`src/rtl/ncl_barrel_driver.sv`:
```
// ncl_barrel_driver: launches DATA then NULL wavefronts into the NCL barrel shifter and returns the result.
// Optional golden-model result check (check_fail/fail_seen ports) enabled by defining RESULT_CHECK_EN.
module ncl_barrel_driver #(
    parameter int SYNC_STAGES    = 2,
    parameter int SETTLE_CYCLES  = 2,
    parameter int TIMEOUT_CYCLES = 64
) (
    input  logic       clk,
    input  logic       rst_n,
    input  logic       cmd_valid,
    output logic       cmd_ready,
    input  logic [3:0] cmd_a,
    input  logic [1:0] cmd_shift,
    input  logic       cmd_sra,
    input  logic       cmd_rotate,
    input  logic       cmd_value,
    output logic [1:0] a0_dr,
    output logic [1:0] a1_dr,
    output logic [1:0] a2_dr,
    output logic [1:0] a3_dr,
    output logic [1:0] sra_dr,
    output logic [1:0] rotate_dr,
    output logic [1:0] shift1_dr,
    output logic [1:0] shift0_dr,
    output logic [1:0] value_dr,
    input  logic [1:0] out0_dr,
    input  logic [1:0] out1_dr,
    input  logic [1:0] out2_dr,
    input  logic [1:0] out3_dr,
    output logic       rsp_valid,
    input  logic       rsp_ready,
    output logic [3:0] rsp_data,
    output logic       rsp_err,
`ifdef RESULT_CHECK_EN
    output logic       check_fail,
    output logic       fail_seen,
`endif
    output logic       busy
);
    localparam int CW = $clog2(SETTLE_CYCLES + 1);
    localparam int TW = $clog2(TIMEOUT_CYCLES);

    typedef enum logic [1:0] {IDLE, DATA, NULL_PH, RESP} state_t;
    state_t r_state, w_next;

    logic [SYNC_STAGES-1:0][7:0] r_sync;
    logic [7:0]      w_in, w_s, r_prev;
    logic [CW-1:0]   r_cnt;
    logic [TW-1:0]   r_timer;
    logic [8:0][1:0] r_drv;
    logic [8:0]      w_bits;
    logic [3:0]      r_data;
    logic            r_err;
    logic            w_s_illegal, w_p_data, w_complete_data, w_complete_null;
    logic            w_timeout, w_done, w_accept;

    assign w_in   = {out3_dr, out2_dr, out1_dr, out0_dr};
    assign w_s    = r_sync[SYNC_STAGES-1];
    assign w_bits = {cmd_value, cmd_shift[0], cmd_shift[1], cmd_rotate, cmd_sra, cmd_a};

    always_comb begin
        w_s_illegal = 1'b0;
        w_p_data    = 1'b1;
        for (int i = 0; i < 4; i++) begin
            w_s_illegal = w_s_illegal | (&w_s[2*i +: 2]);
            w_p_data    = w_p_data & (^r_prev[2*i +: 2]);
        end
    end

    // r_cnt counts consecutive identical samples of the word held in r_prev
    assign w_complete_data = w_p_data && r_cnt == CW'(SETTLE_CYCLES);
    assign w_complete_null = r_prev == 8'h00 && r_cnt == CW'(SETTLE_CYCLES);
    assign w_timeout       = r_timer == TW'(TIMEOUT_CYCLES - 1);
    assign w_done          = r_state == DATA ? w_complete_data : w_complete_null;
    assign cmd_ready       = r_state == IDLE && w_complete_null;
    assign w_accept        = cmd_valid && cmd_ready;

    always_comb begin
        w_next = r_state;
        case (r_state)
            IDLE:    if (w_accept) w_next = DATA;
            DATA:    if (w_complete_data || w_timeout) w_next = NULL_PH;
            NULL_PH: if (w_complete_null || w_timeout) w_next = RESP;
            RESP:    if (rsp_ready) w_next = IDLE;
            default: w_next = IDLE;
        endcase
    end

    always_ff @(posedge clk or negedge rst_n) begin
        if (!rst_n) r_state <= IDLE;
        else        r_state <= w_next;
    end

    always_ff @(posedge clk or negedge rst_n) begin
        if (!rst_n) begin
            r_sync  <= '0;
            r_prev  <= '0;
            r_cnt   <= '0;
            r_timer <= '0;
        end else begin
            r_sync  <= {r_sync[SYNC_STAGES-2:0], w_in};
            r_prev  <= w_s;
            r_cnt   <= w_s != r_prev ? CW'(1) : (r_cnt == CW'(SETTLE_CYCLES) ? r_cnt : r_cnt + 1'b1);
            r_timer <= w_next != r_state ? '0 : r_timer + 1'b1;
        end
    end

    always_ff @(posedge clk or negedge rst_n) begin
        if (!rst_n) begin
            r_drv  <= '0;
            r_data <= '0;
            r_err  <= 1'b0;
        end else begin
            if (r_state == IDLE && w_accept) begin
                for (int i = 0; i < 9; i++) r_drv[i] <= {w_bits[i], ~w_bits[i]};
                r_err <= 1'b0;
            end else if (r_state == DATA || r_state == NULL_PH) begin
                r_err <= r_err | w_s_illegal | (w_timeout && !w_done);
            end
            if (r_state == DATA && w_next == NULL_PH) begin
                r_drv  <= '0;
                r_data <= w_complete_data ? {r_prev[7], r_prev[5], r_prev[3], r_prev[1]} : 4'h0;
            end
        end
    end

    assign {value_dr, shift0_dr, shift1_dr, rotate_dr, sra_dr, a3_dr, a2_dr, a1_dr, a0_dr} = r_drv;
    assign rsp_valid = r_state == RESP;
    assign rsp_data  = r_data;
    assign rsp_err   = r_err;
    assign busy      = r_state != IDLE;

`ifdef RESULT_CHECK_EN
    logic [3:0] r_exp;
    logic [7:0] w_ext, w_sh;
    logic       r_fail_seen;

    assign w_ext = {cmd_rotate ? cmd_a : {4{cmd_sra ? cmd_a[3] : cmd_value}}, cmd_a};
    assign w_sh  = w_ext >> cmd_shift;
    assign check_fail = rsp_valid && !r_err && r_data != r_exp;
    assign fail_seen  = r_fail_seen;

    always_ff @(posedge clk or negedge rst_n) begin
        if (!rst_n) begin
            r_exp       <= '0;
            r_fail_seen <= 1'b0;
        end else begin
            if (r_state == IDLE && w_accept) r_exp <= w_sh[3:0];
            r_fail_seen <= r_fail_seen | check_fail;
        end
    end
`endif
endmodule

```
`config.mk`:
```
export PLATFORM = sky130hd
export DESIGN_NAME = ncl_barrel_driver
export DESIGN_NICKNAME = d
export VERILOG_FILES = /design/src/rtl/ncl_barrel_driver.sv
export SDC_FILE = /design/constraint.sdc
export NUM_CORES = 1
export LEC_CHECK = 0
export BUFFER_PORTS_ARGS = -buffer_cell sky130_fd_sc_hd__buf_2
export CAP_MARGIN = 10
export CORE_MARGIN = 8
export CORE_UTILIZATION = 49
export DETAILED_ROUTE_END_ITERATION = 12
export PLACE_DENSITY = 0.81
export SETUP_SLACK_MARGIN = 0.5
export SYNTH_ARGS = -nofsm -noshare
export SYNTH_HDL_FRONTEND = slang
export SYNTH_SLANG_ARGS = --single-unit
```
`constraint.sdc`:
```
create_clock -name clk -period 1.9 [get_ports clk]
set_clock_uncertainty 0.05 [all_clocks]
set_input_delay 0.19 -clock clk [delete_from_list [all_inputs] [get_ports clk]]
set_output_delay 0.19 -clock clk [all_outputs]
set_load 0.01 [all_outputs]
```
==> flow_summary_export.csv <==
group,metric,value,unit
drt,top_layer,"met4",
synthesis,yosysSeqAreaShare,58.0,%
grt,grt_max_degree,25,
status,violations,"negative setup slack",
cts,htree_levels,3,
cts,cts_tree,"yes",
layout,fillCellCount,271,
cts,cts.sinks,57,
power,peakVddDrop,0.758,mV
job,maxCapViolCount,0,
floorplanning,dieArea,7550,um2
power,cellLeakagePower,1.72,nW
layout,area_delta_synth_final,51.2,%
sta,maxSlewViolCount,0,
power,p_total,3.21,mW
critical_path,r2r_cells,9,
min_path,min-delay-start,"cmd_value",
cts,cts_root_buf,"clkbuf_8",
sta,max_slew_margin,66.9,%
layout,instances_no_fill,384,
critical_path,cp-start-kind,"flip-flop",
synthesis,synth_top_family_by_area,"compound AO/OA/AOI/OAI gates",
critical_path,rr_startpoint,"r_cnt[0]$_DFFE_PN0P_",
drt,drt_iter0_drc,159,
synthesis,synth_edf_count,0,
synthesis,yosysTopAreaCell,"dfrtp_1",
synthesis,synthAdderAreaFrac,5.59,%
drt,via_per_inst,5.40,
synthesis,avgSynthCellArea,12.1,um2
sta,finalHoldViolCount,0,
power,p_comb_share,23.5,%
drt,routed_wl,7680,um
sta,fin_crit_sh,108,%
grt,first_global_vias,2212,
placement,dp_hpwl,4270,um
grt,grt_first_pass_wirelength,11300,um
synthesis,synthCells,203,
sta,worst_slew_pin_slew,0.497,ns
synthesis,synth_area_leaders,"dfrtp_1 58%, ha_1 5.6%, nand2_1 4.0%",
cts,cts.path.max_buffers,2,
sta,fmax,0.486,GHz
power,switching_share,31.7,%
status,status,"complete, but fails checks",
critical_path,critical_path_class,"flip-flop to flip-flop",
min_path,hold_path_class,"input pin to flip-flop",
synthesis,yosysTopAreaCellShare,58.0,%
critical_path,r2r-end,"shift1_dr[1]$_DFFE_PN0P_",
sta,setup_viol,29,
sta,period_minus_slack,2.06,ns
synthesis,synth_seq_cells,57,
min_path,min_to,"value_dr[1]$_DFFE_PN0P_",
cts,insertion_delay,0.35,ns
critical_path,critPathMaxFanout,6,
drt,routed-wl-met2,4120,um
sta,rsz0062_at_grt,"yes",
critical_path,r2r_slack,-0.16,ns
floorplanning,initial_core_util,51.4,%
placement,dp.cells,336,
sta,final.setup.worst_slack,-0.157,ns
power,p_per_area,863,nW/um2
floorplanning,fp.dieW,86.9,um
drt,drt-wirelength-per-cell,20.0,um
sta,whs,0.0679,ns
power,p_int,2.19,mW
drt,dr.pass1.iters,4,
grt,grt_util_all_layers,20.3,%
power,p_seq_share,43.4,%
floorplanning,die_h,86.9,um
floorplanning,core,4790,um2
power,power.clock.fraction,33.1,%
critical_path,required,2.12,ns
layout,mostFrequentLayoutCells,"55 x dfrtp_1, 45 x buf_2, 39 x buf_4, 18 x nand2_1",
layout,final_common_cell,"dfrtp_1",
synthesis,synthMuxAreaShare,0,%
synthesis,synth_area,2460,um2
synthesis,syn_nets,235,
synthesis,synthXorXnorAreaFrac,4.63,%
layout,seqCellArea,1430,um2
min_path,hold_path_depth,3,
synthesis,synth_cell_types,39,
layout,drive_gt1_share,53.9,%
critical_path,arrival,2.28,ns
drt,drc_errors,0,
drt,met3WireLength,535,um
synthesis,yosys_warnings,0,
layout,multi_input_area,1190,um2
placement,pre_cts_ws,-0.0620,ns
placement,routabilityCongestion,0.831,
grt,overflow,0,
synthesis,yosys.area_share.simple,11.3,%
layout,final_nets,344,
critical_path,worstSetupEndpointType,"flip-flop",
layout,n_antenna_cell,0,
grt,antenna_found_initial,0,
synthesis,synth_compound_area_share,16.3,%
floorplanning,io_pins,47,
cts,cts_buffers,9,
synthesis,synth_flop_cell,"dfrtp_1",
drt,detail-route-antenna-nets,0,
drt,num_vias,2073,
placement,port_buffers,46,
power,switchingPower,1.02,mW
drt,wl_met1,2830,um
floorplanning,row_count,25,
cts,cts.reportedPaths.clkPinSlew,0.08,ns
sta,setup_tns,-3.04,ns
synthesis,ys_async_sr_fraction,100,%
==> worst max-delay path: stages (launching register included) <==
cell	delay, ns
dfrtp_1	0.41
inv_2	0.08
ha_4	0.17
nand3_4	0.10
nor3_4	0.30
nand2_2	0.14
a31oi_4	0.32
nor2_4	0.11
clkbuf_16	0.19
a21oi_2	0.11
==> metal layers <==
metal,vias up,global-route usage [%]
met1,1005,21.0
met5,-,0
met2,114,35.9
met4,0,9.86
li1,933,-
met3,21,6.60
==> area by class of cell <==
cell class	count	share of cell area (%)
flip-flops and latches	57	38.4
multi-input cells	126	32.1
repair buffers	104	20.7
clock buffers	10	3.70
well taps	67	2.25
inverters	14	1.68
clock inverters	6	1.14
==> cell usage after synthesis, drive strengths merged (5+ instances only) <==
master	number
o21a	5
inv	14
a21oi	12
buf	5
nand2	27
ha	11
nor2	12
o221a	9
dfrtp	57
xnor2	11
nand3	6
==> metrics by stage <==
stage	utilization [%]	area [um2]
finish	77.8	3720
global route	77.8	3720
CTS	74.4	3560
detailed placement	63.1	3020
global placement	63.1	3020
floorplan	-	2540
==> cells by family after synthesis <==
kind of cell | Yosys count
buffers and inverters | 20
XOR/XNOR | 13
AND/OR/NAND/NOR | 56
AO/OA/AOI/OAI | 46
adder cells (fa/ha/maj) | 11
flip-flops | 57
==> power groups by stage <==
stage	registers [mW]	logic [mW]	clock network, mW
floorplan	1.42	0.377	0
global placement	1.41	0.600	0
detailed placement	1.41	0.609	0
CTS	1.39	0.702	1.05
global route	1.41	0.838	1.12
finish	1.39	0.754	1.06
==> worst max-delay path by stage <==
stage	start	to	slack, ns	cells after the start
after floorplan	r_prev[5]$_DFF_PN0_	rsp_data[2]$_DFFE_PN0P_	0.02	8
after global placement	r_prev[2]$_DFF_PN0_	rsp_data[2]$_DFFE_PN0P_	-0.0005	8
after detailed placement	r_cnt[0]$_DFFE_PN0P_	shift1_dr[1]$_DFFE_PN0P_	-0.06	9
after CTS	r_prev[1]$_DFF_PN0_	rsp_data[1]$_DFFE_PN0P_	0.0006	9
after global routing	r_cnt[0]$_DFFE_PN0P_	shift0_dr[1]$_DFFE_PN0P_	-0.22	9
final	r_cnt[0]$_DFFE_PN0P_	shift1_dr[1]$_DFFE_PN0P_	-0.16	9
==> what timing repair did <==
item | in CTS | in global routing
endpoints found under the setup margin | 34 | 34
hold buffers | 9 | 0
pin swaps | 24 | 22
hold endpoints to repair | 27 | 0
resized for setup | 39 | 20
buffers inserted | 12 | 10
gates cloned | 1 | 0
==> flip-flops by register name, summed over array words and instances (netlist names) <==
register / cells
r_cnt: 2
sra_dr: 2
a2_dr: 2
w_s: 8
r_timer: 6
r_sync: 8
rsp_data: 4
a3_dr: 2
a0_dr: 2
r_prev: 8
r_state: 2
rsp_err: 1
shift1_dr: 2
shift0_dr: 2
rotate_dr: 2
a1_dr: 2
value_dr: 2
Note: power is estimated with default switching activity, not from simulation.
